`src/rtl/regfile_pkg.sv`:
```
// Shared configuration, types and select-decoding helpers for the vector/scalar register file.
package regfile_pkg;

    localparam int REG_SIZE = 8;
    localparam int SEL_BITS = 3;
    localparam int VEC_SIZE = 4;
    localparam int ZERO_REG = 1;
    localparam int REG_QTY  = 2 ** SEL_BITS;
    localparam int CNT_W    = $clog2(2 * REG_QTY + 1);

    localparam logic SCALAR_BANK = 1'b1;

    typedef logic [REG_SIZE-1:0]                lane_t;
    typedef logic [VEC_SIZE-1:0][REG_SIZE-1:0]  vec_t;
    typedef logic [SEL_BITS:0]                  sel_t;

    // MSB of a select chooses the scalar bank
    function automatic logic is_scalar(input sel_t sel);
        return (sel[SEL_BITS] == SCALAR_BANK);
    endfunction

    // Index of the register within its bank
    function automatic logic [SEL_BITS-1:0] bank_idx(input sel_t sel);
        return sel[SEL_BITS-1:0];
    endfunction

    // Index 0 of either bank is the hardwired zero register when enabled
    function automatic logic is_zero_reg(input sel_t sel);
        return (ZERO_REG != 0) && (bank_idx(sel) == {SEL_BITS{1'b0}});
    endfunction

endpackage

```
`src/rtl/regfile_scoreboard.sv`:
```
// Pending-write scoreboard: one bit per register of both banks, RAW/WAW stall and popcount.
module regfile_scoreboard
    import regfile_pkg::*;
(
    input  logic             clk,
    input  logic             reset,
    input  sel_t             rd_sel1,
    input  sel_t             rd_sel2,
    input  logic             issue_valid,
    input  sel_t             issue_dst,
    input  logic             wb_valid,
    input  sel_t             wb_dst,
    output logic             stall,
    output logic [CNT_W-1:0] pending_cnt
);

    logic [2*REG_QTY-1:0] r_pending;
    logic [2*REG_QTY-1:0] w_pending_nxt;
    logic [2*REG_QTY-1:0] w_busy;
    logic                 w_stall;
    logic                 w_accept;
    logic [CNT_W-1:0]     w_cnt_nxt;
    logic [CNT_W-1:0]     r_cnt;

    // A register is busy while pending, unless its writeback lands this very cycle
    always_comb begin
        w_busy = '0;
        for (int s = 0; s < 2 * REG_QTY; s++) begin
            w_busy[s] = r_pending[s] && !(wb_valid && (wb_dst == sel_t'(s)));
        end
    end

    // Stall on any hazard touching the sources or the destination
    always_comb begin
        w_stall  = issue_valid && (w_busy[rd_sel1] || w_busy[rd_sel2] || w_busy[issue_dst]);
        w_accept = issue_valid && !w_stall;
    end

    // Next pending state: writeback clears first, accepted issue sets afterwards so set wins
    always_comb begin
        w_pending_nxt = r_pending;
        if (wb_valid) begin
            w_pending_nxt[wb_dst] = 1'b0;
        end else begin
            w_pending_nxt[wb_dst] = r_pending[wb_dst];
        end
        if (w_accept && !is_zero_reg(issue_dst)) begin
            w_pending_nxt[issue_dst] = 1'b1;
        end else begin
            w_pending_nxt[issue_dst] = w_pending_nxt[issue_dst];
        end
    end

    // Popcount of the next pending state so the registered count tracks the pending bits
    always_comb begin
        w_cnt_nxt = '0;
        for (int s = 0; s < 2 * REG_QTY; s++) begin
            w_cnt_nxt = w_cnt_nxt + CNT_W'(w_pending_nxt[s]);
        end
    end

    // Pending bits and their count
    always_ff @(posedge clk or negedge reset) begin
        if (!reset) begin
            r_pending <= '0;
            r_cnt     <= '0;
        end else begin
            r_pending <= w_pending_nxt;
            r_cnt     <= w_cnt_nxt;
        end
    end

    assign stall       = w_stall;
    assign pending_cnt = r_cnt;

endmodule

```
`src/rtl/vec_regfile_scoreboard.sv`:
```
// Decode-stage register file: vector and scalar banks, masked writeback, write-to-read bypass,
// scalar broadcast, hardwired zero register and a pending-write scoreboard.
module vec_regfile_scoreboard
    import regfile_pkg::*;
(
    input  logic                         clk,
    input  logic                         reset,
    input  logic [SEL_BITS:0]            rd_sel1,
    input  logic [SEL_BITS:0]            rd_sel2,
    output logic [VEC_SIZE*REG_SIZE-1:0] operand1,
    output logic [VEC_SIZE*REG_SIZE-1:0] operand2,
    input  logic                         issue_valid,
    input  logic [SEL_BITS:0]            issue_dst,
    output logic                         stall,
    input  logic                         wb_valid,
    input  logic [SEL_BITS:0]            wb_dst,
    input  logic [VEC_SIZE-1:0]          wb_mask,
    input  logic [VEC_SIZE*REG_SIZE-1:0] wb_data,
    output logic [CNT_W-1:0]             pending_cnt
);

    vec_t  r_vbank [REG_QTY];
    lane_t r_sbank [REG_QTY];
    vec_t  w_wb_data;

    assign w_wb_data = wb_data;

    // Masked writeback into the selected bank; zero register writes are dropped
    always_ff @(posedge clk or negedge reset) begin
        if (!reset) begin
            for (int i = 0; i < REG_QTY; i++) begin
                r_vbank[i] <= '0;
                r_sbank[i] <= '0;
            end
        end else if (wb_valid && !is_zero_reg(wb_dst)) begin
            if (is_scalar(wb_dst)) begin
                if (wb_mask[0]) begin
                    r_sbank[bank_idx(wb_dst)] <= w_wb_data[0];
                end
            end else begin
                for (int l = 0; l < VEC_SIZE; l++) begin
                    if (wb_mask[l]) begin
                        r_vbank[bank_idx(wb_dst)][l] <= w_wb_data[l];
                    end
                end
            end
        end
    end

    for (genvar p = 0; p < 2; p++) begin : g_rd
        sel_t w_sel;
        logic w_byp;
        vec_t w_val;

        assign w_sel = (p == 0) ? rd_sel1 : rd_sel2;

        // Read mux: zero gating, bank select, per-lane bypass and scalar broadcast
        always_comb begin
            w_byp = wb_valid && (wb_dst == w_sel);
            w_val = '0;
            if (is_zero_reg(w_sel)) begin
                w_val = '0;
            end else if (is_scalar(w_sel)) begin
                if (w_byp && wb_mask[0]) begin
                    w_val = {VEC_SIZE{w_wb_data[0]}};
                end else begin
                    w_val = {VEC_SIZE{r_sbank[bank_idx(w_sel)]}};
                end
            end else begin
                for (int l = 0; l < VEC_SIZE; l++) begin
                    if (w_byp && wb_mask[l]) begin
                        w_val[l] = w_wb_data[l];
                    end else begin
                        w_val[l] = r_vbank[bank_idx(w_sel)][l];
                    end
                end
            end
        end
    end

    assign operand1 = g_rd[0].w_val;
    assign operand2 = g_rd[1].w_val;

    regfile_scoreboard u_sb (
        .clk         (clk),
        .reset       (reset),
        .rd_sel1     (rd_sel1),
        .rd_sel2     (rd_sel2),
        .issue_valid (issue_valid),
        .issue_dst   (issue_dst),
        .wb_valid    (wb_valid),
        .wb_dst      (wb_dst),
        .stall       (stall),
        .pending_cnt (pending_cnt)
    );

endmodule
```
`config.mk`:
```
export PLATFORM = sky130hd
export DESIGN_NAME = vec_regfile_scoreboard
export DESIGN_NICKNAME = d
export VERILOG_FILES = /design/src/rtl/regfile_pkg.sv /design/src/rtl/regfile_scoreboard.sv /design/src/rtl/vec_regfile_scoreboard.sv
export SDC_FILE = /design/constraint.sdc
export NUM_CORES = 1
export LEC_CHECK = 0
export BUFFER_PORTS_ARGS = -buffer_cell sky130_fd_sc_hd__buf_2
export CORE_ASPECT_RATIO = 2
export CORE_MARGIN = 5
export CORE_UTILIZATION = 40
export CTS_BUF_LIST = sky130_fd_sc_hd__clkbuf_4
export DETAILED_ROUTE_END_ITERATION = 10
export SETUP_SLACK_MARGIN = 0.15
export SYNTH_ARGS = -nofsm -noshare
export SYNTH_HDL_FRONTEND = slang
export SYNTH_SLANG_ARGS = --single-unit
```
`constraint.sdc`:
```
create_clock -name clk -period 7.66 [get_ports clk]
set_clock_uncertainty 0.2 [all_clocks]
set_input_delay 0.383 -clock clk [delete_from_list [all_inputs] [get_ports clk]]
set_output_delay 0.383 -clock clk [all_outputs]
set_load 0.02 [all_outputs]
```
==> results.cfg <==
[yosys]
synth_commonest_cells = dfrtp_1, mux2_2, mux4_2
syn_area_um2 = 20000
syn_nets = 1643
ys_ff_latch = 341
yosysTopAreaCell = dfrtp_1
syn_area_per_cell_um2 = 12.7
async_flop_share_pct = 100
yosysWarnings = 0
ys.flop_type = dfrtp_1
ys_seq_area_share_pct = 42.7
synth-edff-count = 0
synth_top_area_share_pct = 42.7
post-synth-top-count-cell = dfrtp_1
netlist_instances = 1572
synthTopCellsByArea = dfrtp_1, mux4_2, mux2_2
synth_cell_types = 66

[status]
violations = negative hold slack
status = finished, violations left

[sta]
grt_setup_unrepaired = false
setup_viol_count_final = 0
fmax_mhz = 149
worst_slew_pin_slew_ps = 1200
drv_slew = 0
finalCriticalPeriod_ps = 6710
setup_tns_ps = 0
whs_ps = -15.9
relSlewSlack_pct = 20.0
timing.final.crit_share_pct = 87.6
finalHoldViolations = 7

[layout]
instances_no_fill = 2400
final_layout_size_suffix_gt1_share_pct = 41.6
fin_util_pct = 45.1
fin_area_um2 = 22400
area_growth_pct = 12.2
fillers = 4561
fin_nets = 1766

[clock_tree]
root_buffer = clkbuf_4
clk_pin_slew_ps = 80
clock_latency_ps = 810
cts_tree = yes
clock-sinks = 341
cts_max_path_buffers = 3
htree_levels = 3
cts_setup_buffers = 0
numCtsBuffers = 79
cts_resized = 0

[grt]
grt_pass1_vias = 15776
antenna_found_initial = 3
track_usage_pct = 23.4
grt_overflow = 0
grt_max_degree = 158
grt_pass1_wl_um = 97100

[setup_path]
path_buf_inv = 3
arrival_ps = 7240
critPathMaxFanout = 10
worstPathRequired_ps = 8190
start_kind = flip-flop
path_cells = mux2i_1 -> a221oi_4 -> a21oi_1 -> mux4_2 -> a221oi_2 -> o311ai_2 -> a31oi_1 -> ha_1 -> fa_1 -> inv_1 -> fa_1 -> inv_1 -> fa_1 -> fa_1 -> inv_1 -> fa_1 -> fa_1 -> nor2b_1 -> o21a_1
ff2ff_setup_slack_ps = 950
slowest_delay_ps = 540
cpMaxStageDelayCell = mux4_2
critPathCaptureType = flip-flop
cp_common_cell = fa_1
crit_type = flip-flop to flip-flop
cp_top_family = adder cells

[place]
dp_cells = 2225
gp_congestion = 0.914
portBuffers = 125
dp.final_hpwl_um = 45000
place_area_um2 = 21100

[detailed_routing]
ant_nets = 0
vias = 14520
initialDrtViolationCount = 1030
drc = 0
wire_per_inst_um = 26.8
wl_um = 64200
viasPerCell = 6.05
firstDrtPassIters = 5

[floorplanning]
num_rows = 116
core_area_um2 = 49800
initial_core_util_pct = 40.2
die_w_um = 168
io_pins = 126
dieArea_um2 = 54900
die_y_um = 326

[pwr]
p_leak_nw = 10.1
p_per_area_nw_per_um2 = 255
max-vdd-ir-drop_mv = 0.222

[min_path]
hold_class = input pin to asynchronous set/reset pin

[flow_run]
drv_cap = 0
==> timing repair <==
action	in CTS	in global routing
hold buffers	38	0
endpoints found under the hold margin	398	0
endpoints found under the setup margin	0	0
==> per-layer routing <==
| layer | GRT usage (%) | part of all wire [%] | vias up |
|---|---|---|---|
| met3 | 3.92 | 5.9 | 183 |
| met4 | 11.5 | 5.1 | 2 |
| met1 | 27.4 | 37 | 7471 |
| met5 | 0 | 0.011 | - |
| met2 | 41.3 | 52 | 613 |
| li1 | - | - | 6251 |
==> placed cells by master, fill, tap and decap left out, drive strengths merged, types with 13 or more instances in the layout <==
cell type,instances
dlygate4sd3,38
a21oi,87
nor2b,13
mux2i,87
clkbuf,114
clkinv,16
mux2,285
o21ai,73
nand2,97
inv,26
nor2,74
nand3,22
nor3,14
mux4,161
buf,149
dfrtp,341
==> final timing paths <==
kind                                                  start                            end  depth (start not counted)
worst max-delay path            u_sb.r_pending[7]$_DFF_PN0_  u_sb.pending_cnt[4]$_DFF_PN0_                         19
worst min-delay path                                  reset   u_sb.r_pending[15]$_DFF_PN0_                          2
worst max register to register  u_sb.r_pending[7]$_DFF_PN0_  u_sb.pending_cnt[4]$_DFF_PN0_                         19
worst min register to register      r_sbank[63]$_DFFE_PN0P_        r_sbank[63]$_DFFE_PN0P_                          0
max in group asynchronous                             reset        r_vbank[54]$_DFFE_PN0P_                          3
min in group clk                               issue_dst[0]   u_sb.r_pending[14]$_DFF_PN0_                          4
==> kinds of logic after synthesis <==
logic type | after synthesis | synth area share, %
AOI/OAI and AO/OA | 235 | 7.36
xor gates and xnor gates | 10 | 0.438
adders and majority gates | 15 | 1.31
buffers and inverters | 170 | 3.43
DFF | 341 | 42.7
muxes | 533 | 38.6
and+or+nand+nor | 268 | 6.24
==> final cells by class <==
class                      instances  area, um2  share of cell area [%]
tap                              649        812                    3.62
clock buffer                     114        856                    3.81
antenna                            2       5.00                  0.0223
sequential                       341       8530                    38.0
multi-input combinational       1061      10800                    48.1
inverter                          25       93.8                   0.418
clock inverter                    21        126                   0.563
timing repair buffer             187       1230                    5.49
==> power by group <==
group | switching (mW) | internal [mW]
Sequential | 0.221 | 2.13
Combinational | 0.962 | 0.918
Clock | 0.770 | 0.718
Total | 1.95 | 3.77
==> through the flow <==
stage	power, mW	setup slack, ps	hold WS [ps]
floorplan	3.68	1490	-113
global placement	4.19	843	176
detailed placement	4.27	703	184
CTS	5.80	1040	18.9
global route	6.08	740	72.5
finish	5.72	952	-15.9
==> flip-flops by register name, summed over array words and instances (netlist names) <==
name,flops
u_sb.r_pending,16
r_vbank,256
u_sb.pending_cnt,5
r_sbank,64
No activity file was read; power rests on OpenSTA's default activity.
